[src/rtl/rom_result_collector_if.sv]
// Output stream of the ROM result collector: one collected word per valid/ready handshake.
interface rom_result_collector_if #(
    parameter int unsigned DATA_W = 32,
    parameter int unsigned TAG_W  = 4
);
    logic              out_valid;
    logic              out_ready;
    logic [TAG_W-1:0]  out_tag;
    logic [DATA_W-1:0] out_data;
    logic              out_last;

    modport master (
        output out_valid,
        input  out_ready,
        output out_tag,
        output out_data,
        output out_last
    );

    modport slave (
        input  out_valid,
        output out_ready,
        input  out_tag,
        input  out_data,
        input  out_last
    );
endinterface

[src/rtl/rom_result_collector.sv]
// Files tagged ROM lookup results into a 16-slot bank, then streams them out in ascending tag order.
module rom_result_collector (
    input  logic                    clk,
    input  logic                    rst,
    input  logic                    start,
    input  logic [4:0]              num_expected,
    input  logic                    result_valid,
    input  logic [35:0]             result,
    rom_result_collector_if.master  out_bus,
    output logic                    busy,
    output logic                    done,
    output logic                    dup_err
);
    localparam int unsigned NUM_SLOTS = 16;
    localparam int unsigned DATA_W    = 32;
    localparam int unsigned TAG_W     = 4;
    localparam int unsigned CNT_W     = 5;

    typedef enum logic [1:0] {IDLE, COLLECT, OUTPUT, DONE} state_t;

    state_t                 state;
    logic [DATA_W-1:0]      slot [NUM_SLOTS];
    logic [NUM_SLOTS-1:0]   filled;
    logic [NUM_SLOTS-1:0]   pending;
    logic [CNT_W-1:0]       count;
    logic [CNT_W-1:0]       n_target;

    logic [TAG_W-1:0]       in_tag;
    logic [DATA_W-1:0]      in_data;
    logic                   accept;
    logic                   dup;
    logic                   handshake;
    logic [CNT_W-1:0]       count_inc;
    logic [CNT_W-1:0]       n_clamp;
    logic [NUM_SLOTS-1:0]   pending_nxt;
    logic [TAG_W-1:0]       out_tag_nxt;
    logic [DATA_W-1:0]      out_data_nxt;
    logic                   out_last_nxt;

    function automatic logic [TAG_W-1:0] lowest_idx(input logic [NUM_SLOTS-1:0] m);
        logic [TAG_W-1:0] idx;
        idx = '0;
        for (int i = NUM_SLOTS - 1; i >= 0; i--) begin
            if (m[i]) idx = TAG_W'(i);
        end
        return idx;
    endfunction

    // Next-cycle pending mask and the output word it selects; bypasses a same-edge slot write.
    always_comb begin
        in_tag       = result[35:32];
        in_data      = result[31:0];
        accept       = (state == COLLECT) && result_valid && !filled[in_tag];
        dup          = (state == COLLECT) && result_valid &&  filled[in_tag];
        handshake    = (state == OUTPUT) && out_bus.out_ready;
        count_inc    = count + CNT_W'(1);
        n_clamp      = (num_expected > CNT_W'(NUM_SLOTS)) ? CNT_W'(NUM_SLOTS) : num_expected;
        pending_nxt  = pending;
        if (accept)    pending_nxt[in_tag]          = 1'b1;
        if (handshake) pending_nxt[out_bus.out_tag] = 1'b0;
        out_tag_nxt  = lowest_idx(pending_nxt);
        out_data_nxt = (accept && (in_tag == out_tag_nxt)) ? in_data : slot[out_tag_nxt];
        out_last_nxt = (pending_nxt != '0) &&
                       ((pending_nxt & (pending_nxt - NUM_SLOTS'(1))) == '0);
    end

    always_ff @(posedge clk) begin
        if (rst) begin
            state             <= IDLE;
            filled            <= '0;
            pending           <= '0;
            count             <= '0;
            n_target          <= '0;
            busy              <= 1'b0;
            done              <= 1'b0;
            dup_err           <= 1'b0;
            out_bus.out_valid <= 1'b0;
            out_bus.out_tag   <= '0;
            out_bus.out_data  <= '0;
            out_bus.out_last  <= 1'b0;
            for (int i = 0; i < NUM_SLOTS; i++) slot[i] <= '0;
        end else begin
            done <= 1'b0;
            unique case (state)
                IDLE: begin
                    if (start) begin
                        n_target <= n_clamp;
                        filled   <= '0;
                        pending  <= '0;
                        count    <= '0;
                        dup_err  <= 1'b0;
                        busy     <= 1'b1;
                        if (n_clamp == '0) begin
                            state <= DONE;
                            done  <= 1'b1;
                        end else begin
                            state <= COLLECT;
                        end
                    end
                end
                COLLECT: begin
                    if (dup) dup_err <= 1'b1;
                    if (accept) begin
                        slot[in_tag]     <= in_data;
                        filled[in_tag]   <= 1'b1;
                        pending          <= pending_nxt;
                        count            <= count_inc;
                        out_bus.out_tag  <= out_tag_nxt;
                        out_bus.out_data <= out_data_nxt;
                        out_bus.out_last <= out_last_nxt;
                        if (count_inc == n_target) begin
                            state             <= OUTPUT;
                            out_bus.out_valid <= 1'b1;
                        end
                    end
                end
                OUTPUT: begin
                    if (handshake) begin
                        pending          <= pending_nxt;
                        out_bus.out_tag  <= out_tag_nxt;
                        out_bus.out_data <= out_data_nxt;
                        out_bus.out_last <= out_last_nxt;
                        if (pending_nxt == '0) begin
                            state             <= DONE;
                            out_bus.out_valid <= 1'b0;
                            done              <= 1'b1;
                        end
                    end
                end
                DONE: begin
                    state <= IDLE;
                    busy  <= 1'b0;
                end
                default: state <= IDLE;
            endcase
        end
    end
endmodule
[src/flat_wrapper.sv]
// flat-port wrapper written by rule: the top's interface ports become plain ports
module rom_result_collector_flat 
  (clk, rst, start, num_expected, result_valid, result, busy, done, dup_err, out_bus_out_valid, out_bus_out_ready, out_bus_out_tag, out_bus_out_data, out_bus_out_last);
  rom_result_collector_if out_bus_i ();
  input  logic clk;
  input  logic rst;
  input  logic start;
  input  logic [4:0] num_expected;
  input  logic result_valid;
  input  logic [35:0] result;
  output logic busy;
  output logic done;
  output logic dup_err;
  output wire logic [$bits(out_bus_i.out_valid)-1:0] out_bus_out_valid;
  input wire logic [$bits(out_bus_i.out_ready)-1:0] out_bus_out_ready;
  output wire logic [$bits(out_bus_i.out_tag)-1:0] out_bus_out_tag;
  output wire logic [$bits(out_bus_i.out_data)-1:0] out_bus_out_data;
  output wire logic [$bits(out_bus_i.out_last)-1:0] out_bus_out_last;
  assign out_bus_out_valid = out_bus_i.out_valid;
  assign out_bus_i.out_ready = out_bus_out_ready;
  assign out_bus_out_tag = out_bus_i.out_tag;
  assign out_bus_out_data = out_bus_i.out_data;
  assign out_bus_out_last = out_bus_i.out_last;
  rom_result_collector u_core (.clk(clk), .rst(rst), .start(start), .num_expected(num_expected), .result_valid(result_valid), .result(result), .out_bus(out_bus_i), .busy(busy), .done(done), .dup_err(dup_err));
endmodule
[config.mk]
export PLATFORM = sky130hd
export DESIGN_NAME = rom_result_collector_flat
export DESIGN_NICKNAME = d
export VERILOG_FILES = /design/src/rtl/rom_result_collector_if.sv /design/src/rtl/rom_result_collector.sv /design/src/flat_wrapper.sv
export SDC_FILE = /design/constraint.sdc
export NUM_CORES = 1
export LEC_CHECK = 0
export BUFFER_PORTS_ARGS = -buffer_cell sky130_fd_sc_hd__buf_2
export CORE_UTILIZATION = 40
export DETAILED_ROUTE_END_ITERATION = 16
export SYNTH_ARGS = -nofsm -noshare
export SYNTH_HDL_FRONTEND = slang
export SYNTH_SLANG_ARGS = --single-unit
[constraint.sdc]
create_clock -name clk -period 4.5 [get_ports clk]
set_input_delay 0.45 -clock clk [delete_from_list [all_inputs] [get_ports clk]]
set_output_delay 0.45 -clock clk [all_outputs]
set_load 0.05 [all_outputs]
# After elaboration in Yosys (flattened, before gate mapping)
# Memories as Yosys holds them, arrays and structs flattened.
# Cells that the tools add are included.
[op_classes]
n_addsub = 2
n_lt_le_gt_ge = 5
n_eq_ne = 11
muxes = 75
bitwise = 5
reduce_logical = 27
[op_table]
columns = ["op", "n"]
rows = [
  ["32-bit two-way mux", 4],
  ["16-bit two-way mux", 6],
  ["4-bit two-way mux", 19],
  ["32-bit case mux with 2 select lines", 1],
  ["16-bit case mux with 3 select lines", 1],
  ["16-bit bitwise AND", 2],
  ["16-bit logical NOT", 2],
  ["16-bit bitwise OR", 2],
  ["16-bit case mux with 2 select lines", 1],
  ["32-bit OR reduction", 1],
  ["1-bit two-way mux", 23],
  ["16-bit NOT", 1],
  ["16-bit nonzero test", 1],
  ["16-bit by 1-bit subtractor with 16-bit output, second input constant", 1],
  ["5-bit two-way mux", 3],
  ["2-bit two-way mux", 6],
  ["4-bit by 5-bit less-than comparator with 1-bit output, second input constant", 2],
  ["1-bit case mux with 2 select lines", 5],
  ["5-bit case mux with 2 select lines", 1],
  ["5-bit AND reduction", 2],
  ["3-bit AND reduction", 3],
  ["1-bit demux with 4-bit select", 2],
  ["4-bit by 1-bit >= comparator with 1-bit output, second input constant", 2],
  ["1-bit logical AND", 8],
  ["other kinds (18)", 26],
]
[word_totals]
register_bits = 85
mem_bits_rw = 512
input_bits = 46
out_inout_bits = 41
wordCells = 138
memories = 1
[mem_list]
columns = ["name", "depth", "width", "read_ports", "rd_ports_with_merged_regs", "write_ports", "line_no", "rtl"]
rows = [
  ["u_core.slot", 16, 32, 1, 0, 16, "rom_result_collector.sv:22", "logic [DATA_W-1:0] slot [NUM_SLOTS];"],
]

# Longest topological paths before layout
# Gate-level depths: netlist of the first run.
[depth]
ltp_word = 29
depth_mapped = 17

# Worst setup path after synthesis of the first run
# Ideal clock, no wire load.
[synth_path]
kind = "input port to flip-flop"
from = "input port result[33]"
to = "register u_core.out_bus.out_data[14]"
setup_ps = 87
t_arrival_ps = 3397
t_required_ps = 4413
slack_ps = 1016
path_stages = 12
n_path_buf = 2
cell_sequence = "buf_6 mux2_1 mux4_2 o41ai_4 o31ai_1 o221a_4 o21a_4 xnor2_2 nor4_2 buf_2 a22oi_1 o31ai_1"
[synth_between]
elab_chain_len = 29
[synth_lines]
columns = ["element", "line_no", "rtl"]
rows = [
  ["start, declared", "flat_wrapper.sv:10", "input logic [35:0] result;"],
  ["branches (longest 29 deep; another with 4-bit by 5-bit less-than comparator with 1-bit output)", "n/a", ""],
  ["end signal, assigned", "rom_result_collector.sv:109", "out_bus.out_data <= out_data_nxt;"],
  ["end signal, assigned", "rom_result_collector.sv:121", "out_bus.out_data <= out_data_nxt;"],
  ["end, declared", "rom_result_collector_if.sv:16", "output out_data,"],
]
# Several ways; the timed one is not identified. The select of a mux whose other input is x is not followed.
# A chain may end at the register's enable or synchronous reset.

# Final worst setup path of the first run
[layout_path]
from = "register u_core.state[0]"
to = "register u_core.out_bus.out_data[20]"
[layout_between]
elab_chain_len = 27
[layout_lines]
columns = ["element", "line_no", "rtl"]
rows = [
  ["start, declared", "rom_result_collector.sv:21", "state_t state;"],
  ["start signal, assigned", "rom_result_collector.sv:69", "state <= IDLE;"],
  ["start signal, assigned", "rom_result_collector.sv:94", "state <= DONE;"],
  ["start signal, assigned", "rom_result_collector.sv:97", "state <= COLLECT;"],
  ["branches (longest 27 deep; another with 16-bit two-way mux)", "n/a", ""],
]
# Several ways; the timed one is not identified. The select of a mux whose other input is x is not followed.

==> flow_summary.yaml, run 1 <==
pwr:
  powerDensity_nw_per_um2: 463
  vdd_ir_drop_max_mv: 0.260
  p_leak_nw: 12.2
yosys:
  yosys.area.top_type: "edfxtp_1"
  async_flop_share_pct: 0
  synth_area_leaders: "edfxtp_1 54%, and2_1 11%, dfxtp_1 6.0%, mux2i_1 5.6%, nand2_1 3.0%"
  synthTopCellsByCount: "517 x and2_1, 512 x edfxtp_1, 223 x nand2_1"
  synth_area_um2: 28300
  synth_area_per_cell_um2: 12.0
  synth.most_common_cell: "and2_1"
  syn-instance-count: 2364
  syn_nets: 2416
  synth-seq-area-share_pct: 60.3
  ys_ff_latch: 597
  synth.distinct_cells: 88
  synth_edf_count: 512
  synth_warnings: 0
  synthFlopType: "edfxtp_1"
  netlist.area_leader.share_pct: 54.3
sta:
  max_freq_mhz: 235
  setup_violations: 0
  final.setup_skew_ns: 0.0212
  finalHoldViolations: 0
  fin_crit_ns: 4.25
  finalWorstSetupSlack_ns: 0.253
  drv_slew: 0
  fin_crit_sh_pct: 94.4
  slew_headroom_pct: 19.2
  hold_slack_ns: 0.137
  tightest_slew_ns: 1.21
  rsz0062_at_grt: "no"
routing:
  dr.pass1.iters: 8
  viasPerCell: 5.80
  drt_iter0_drc: 2127
  vias: 19900
  post_drt_wl_per_cell_um: 26.1
  antenna_left: 0
  wl_mm: 89.5
  drc: 0
grt:
  grt_usage_pct: 24.9
  grt_pass1_wl_mm: 130
  overflow: 0
  first_global_vias: 19600
  grt_max_degree: 39
  antenna_found_initial: 8
run_status:
  outcome: "complete, no violations"
setup_path:
  cp.required_ns: 5.05
  worstPathArrival_ns: 4.80
  worstSetupPathType: "flop to flop"
  crit_fanout: 38
  cp-end-kind: "flop"
  startpoint_type: "flop"
floorplanning:
  rows: 97
  initial_core_util_pct: 40.4
  die_w_um: 268
  die_h_um: 268
  fp.coreArea_um2: 70000
  ioPinCount: 87
  dieArea_um2: 71800
cts:
  insertion_delay_ns: 0.62
  cts_tree: "built"
  clk_pin_slew_ns: 0.06
  clock_sinks: 597
  clk_path_buf_depth: 3
  cts_inserted_buffers: 69
  cts_hold_buf: 0
  post_cts_buffers: 0
  cts-root-buf: "clkbuf_16"
  h-tree-depth: 3
worst_hold_path:
  hp-class: "primary input to flop"
placement:
  dpl.hpwl_mm: 53.3
  port_buffers: 86
  place_ws_ns: -0.128
  gp_congestion: 0.924
finish:
  area_growth_pct: 15.3
  nets: 2485
  drive_gt1_share_pct: 14.7
  fillers: 6358
flow_run:
  drv_cap: 0
## worst max-delay path, stage by stage (launching register included)
cell	delay [ns]
dfxtp_1	0.35
inv_1	0.12
ha_1	0.18
nand4b_1	0.27
buf_4	0.27
o21ai_0	0.46
o41ai_4	0.26
a211oi_1	0.38
o221a_4	0.32
o21a_4	0.24
buf_12	0.28
buf_4	0.30
mux2i_1	0.12
a32oi_1	0.21
nand4_1	0.20
o21ai_1	0.16
## registers in the layout (all words and copies together), names as in the netlist
name and flops:
u_core.done 1, u_core.dup_err 1, u_core.slot 512, u_core.pending 16, u_core.filled 16, u_core.n_target 5, u_core.count 5, u_core.state 2
u_core.out_bus.out_tag 4, u_core.busy 1, u_core.out_bus.out_data 32, u_core.out_bus.out_last 1, u_core.out_bus.out_valid 1
## through the flow
step | setup TNS, ns | instance area, um2 | total power [mW] | utilization (%) | instances
after floorplan | 0 | 28300 | 8.43 | - | 2364
after detailed placement | -0.381 | 30300 | 9.56 | 43.3 | 3302
final | 0 | 32600 | 15.1 | 46.6 | 3434
after CTS | 0 | 32600 | 15.2 | 46.6 | 3430
after global routing | 0 | 32600 | 15.6 | 46.6 | 3430
after global placement | -0.168 | 30300 | 9.53 | 43.3 | 3302
## power breakdown
part / switching [mW] / total, mW / internal (mW)
Combinational: 2.08 / 2.92 / 0.839
Clock: 2.33 / 5.64 / 3.31
Sequential: 0.198 / 6.55 / 6.36
## cell usage in the layout (no fill, tap or decap), drive strengths merged, types with 41 or more instances in the layout
master,n
a21oi,49
clkbuf,92
nor2,90
buf,193
nand2,223
a22oi,69
o21ai,41
mux2i,158
and2,517
dfxtp,85
edfxtp,512
## timing repair
| action | in CTS | in global routing |
|---|---|---|
| endpoints found under the hold margin | 0 | 0 |
| endpoints found under the setup margin | 0 | 5 |
| resized for setup | 0 | 2 |
## area by class of cell
class	count	area [um2]	area share, %
antenna	4	10.0	0.0307
clock buffer	92	1910	5.86
clock inverter	36	372	1.14
inverter	11	41.3	0.126
multi-input combinational	1561	10600	32.4
sequential	597	17100	52.3
tap	940	1180	3.60
timing repair buffer	193	1480	4.55
## routing by layer
layer  vias to the layer above  routed length (um)  track usage [%]
met2                       801               41800             40.2
li1                       8793                   -                -
met5                         -                  15                0
met3                       158                6810             4.41
met1                     10200               38200             34.0
met4                         2                2600             7.57
## logic make-up after synthesis
group | synth area share, %
compound gates | 10.2
xor+xnor | 0.491
fa+ha+maj | 0.336
buf+inv | 3.34
flops | 60.3
mux | 6.38
simple gates | 18.9
## final timing paths
| check | startpoint | end | slack (ns) | cells past startpoint |
|---|---|---|---|---|
| min reg2reg | u_core.pending[4] | u_core.pending[4] | 0.47 | 2 |
| min | start | u_core.n_target[4] | 0.14 | 3 |
| max | u_core.state[0] | u_core.out_bus.out_data[20] | 0.25 | 15 |
| max reg2reg | u_core.state[0] | u_core.out_bus.out_data[20] | 0.25 | 15 |
(Power assumes the default switching activity.)
==> run 2: changes to the inputs <==
Settings changed: CORE_UTILIZATION 40 to 60, GPL_TIMING_DRIVEN set to 0, PLACE_DENSITY set to 0.77.
==> flow_summary.yaml, run 2 (synthesized netlist as in run 1, its figures left out) <==
pwr:
  p_int_mw: 9.95
  vdd_ir_drop_max_mv: 0.419
  power_frac_seq_pct: 44.8
  power_frac_clock_pct: 34.3
  powerDensity_nw_per_um2: 457
  p_leak_nw: 12.1
  p_comb_share_pct: 20.9
  switching_share_pct: 31.9
  switching_power_mw: 4.66
finish:
  final_cell_mix: "517 x and2_1, 512 x edfxtp_1, 223 x nand2_1"
  fillers: 3332
  area_growth_pct: 13.0
  largest_reg_flops: 512
  drive_gt1_share_pct: 12.6
  reg_top3: "u_core.slot: 512 flops, u_core.out_bus.out_data: 32 flops"
  postLayoutCoreUtil_pct: 68.7
  layout_commonest_cell: "and2_1"
  top_register: "u_core.slot"
  nets: 2577
run_status:
  outcome: "complete, no violations"
grt:
  first_global_vias: 20700
  grt_max_degree: 33
  antenna_found_initial: 6
  overflow: 0
  grt_pass1_wl_mm: 137
  grt_usage_pct: 40.6
floorplanning:
  fp.coreArea_um2: 46600
  die_h_um: 219
  dieArea_um2: 48100
  initial_core_util_pct: 60.8
  die_w_um: 219
  rows: 79
  ioPinCount: 87
setup_path:
  startpoint_type: "flop"
  cp_top_family: "simple AND/OR/NAND/NOR gates"
  crit_fanout: 10
  critPathMaxStageDelay_ns: 0.77
  crit_chain: "inv_1, ha_1, and2_1, nand2_1, buf_2, mux2_2, or2_2, clkbuf_1, clkbuf_1, nor2_1, clkbuf_1, and2_1"
  worstPathArrival_ns: 4.96
  cp.required_ns: 5.01
  worst-r2r-cell-count: 12
  worst-path-buf-inv: 5
  cp.depth: 12
  slowest_stage: "nor2_1"
  worstSetupPathType: "flop to flop"
  path_common_cell: "clkbuf_1"
  cp-end-kind: "flop"
worst_hold_path:
  hp-class: "primary input to flop"
  whs_path_depth: 3
cts:
  clock_sinks: 597
  h-tree-depth: 2
  cts_inserted_buffers: 58
  clk_pin_slew_ns: 0.07
  clk_path_buf_depth: 3
  cts-root-buf: "clkbuf_16"
  insertion_delay_ns: 0.66
  cts_hold_buf: 0
  cts_tree: "built"
routing:
  antenna_left: 0
  drt_iter0_drc: 3251
  vias: 21500
  drc: 0
  viasPerCell: 6.75
  wl_mm: 97.4
  dr.pass1.iters: 6
  post_drt_wl_per_cell_um: 30.6
sta:
  slew_headroom_pct: 14.7
  finalHoldViolations: 0
  hold_slack_ns: 0.0977
  max_freq_mhz: 225
  fin_crit_sh_pct: 99.0
  setup_violations: 0
  final.setup_skew_ns: 0.0184
  fin_crit_ns: 4.45
  tightest_slew_ns: 1.28
  rsz0062_at_grt: "yes"
  drv_slew: 0
placement:
  dpl.hpwl_mm: 64.4
  gp_congestion: 0.948
  port_buffers: 83
flow_run:
  drv_cap: 0
==> run 2: cell count changes in the layout (fill, tap and decap cells not counted), sizes merged <==
cell           before  now
inv                14   11
clkbuf             92  221
clkdlybuf4s15       0    1
buf               193  153
diode               4    5
clkinv             24   22
==> run 2: layout make-up <==
cell class,count,area (um2),share of cell area (%)
multi-input combinational,1561,10500,32.8
clock buffer,79,1610,5.03
timing repair buffer,101,726,2.27
buffer,195,956,2.99
tap,607,759,2.37
sequential,597,17100,53.4
inverter,11,45.0,0.141
antenna,5,12.5,0.0391
clock inverter,31,323,1.01
==> run 2: routing by layer <==
layer	vias up	GRT usage, %	wire length, um
li1	8982	-	-
met1	10500	51.4	35100
met2	1695	62.6	43500
met3	363	11.7	12900
met4	0	22.9	5940
met5	-	0	0
==> run 2: worst register-to-register path, stage by stage, from the launching register on <==
cell and delay, ns:
dfxtp_1 0.35, inv_1 0.10, ha_1 0.18, and2_1 0.29, nand2_1 0.21, buf_2 0.30
mux2_2 0.42, or2_2 0.31, clkbuf_1 0.16, clkbuf_1 0.27, nor2_1 0.77, clkbuf_1 0.72
and2_1 0.24
==> run 2: stage by stage <==
| step | cell area, um2 | setup slack (ns) | setup TNS, ns | std cells | total power, mW |
|---|---|---|---|---|---|
| 6_report | 32000 | 0.0471 | 0 | 3187 | 14.6 |
| 5_1_grt | 32000 | 0.00114 | 0 | 3183 | 14.9 |
| 4_1_cts | 31900 | 0.00332 | 0 | 3179 | 14.5 |
| 3_5_place_dp | 29800 | -0.794 | -31.81 | 3065 | 9.55 |
| 3_3_place_gp | 29500 | -1.25 | -282.77 | 3054 | 9.47 |
| 2_1_floorplan | 28300 | 1.02 | 0 | 2364 | 8.43 |
==> run 2: power groups by stage <==
stage	Clock, mW	Sequential [mW]	Combinational, mW
6_report	5.01	6.55	3.06
5_1_grt	5.18	6.57	3.15
4_1_cts	4.96	6.54	2.95
3_5_place_dp	0	6.65	2.90
3_3_place_gp	0	6.65	2.82
2_1_floorplan	0	7.05	1.38
==> run 2: timing repair <==
item / 4_1_cts / 5_1_grt
endpoints found under the hold margin: 0 / 0
setup buffers: 4 / 3
gates resized for setup: 41 / 31
pin swaps: 0 / 3
endpoints found under the setup margin: 32 / 32
==> run 2: worst paths after layout <==
kind                                start                      end  slack (ns)
hold / removal            num_expected[4]       u_core.n_target[4]         0.1
setup reg to reg          u_core.state[1]       u_core.slot[2][15]        0.05
setup / recovery          u_core.state[1]       u_core.slot[2][15]        0.05
hold reg to reg   u_core.out_bus.out_last  u_core.out_bus.out_last        0.45
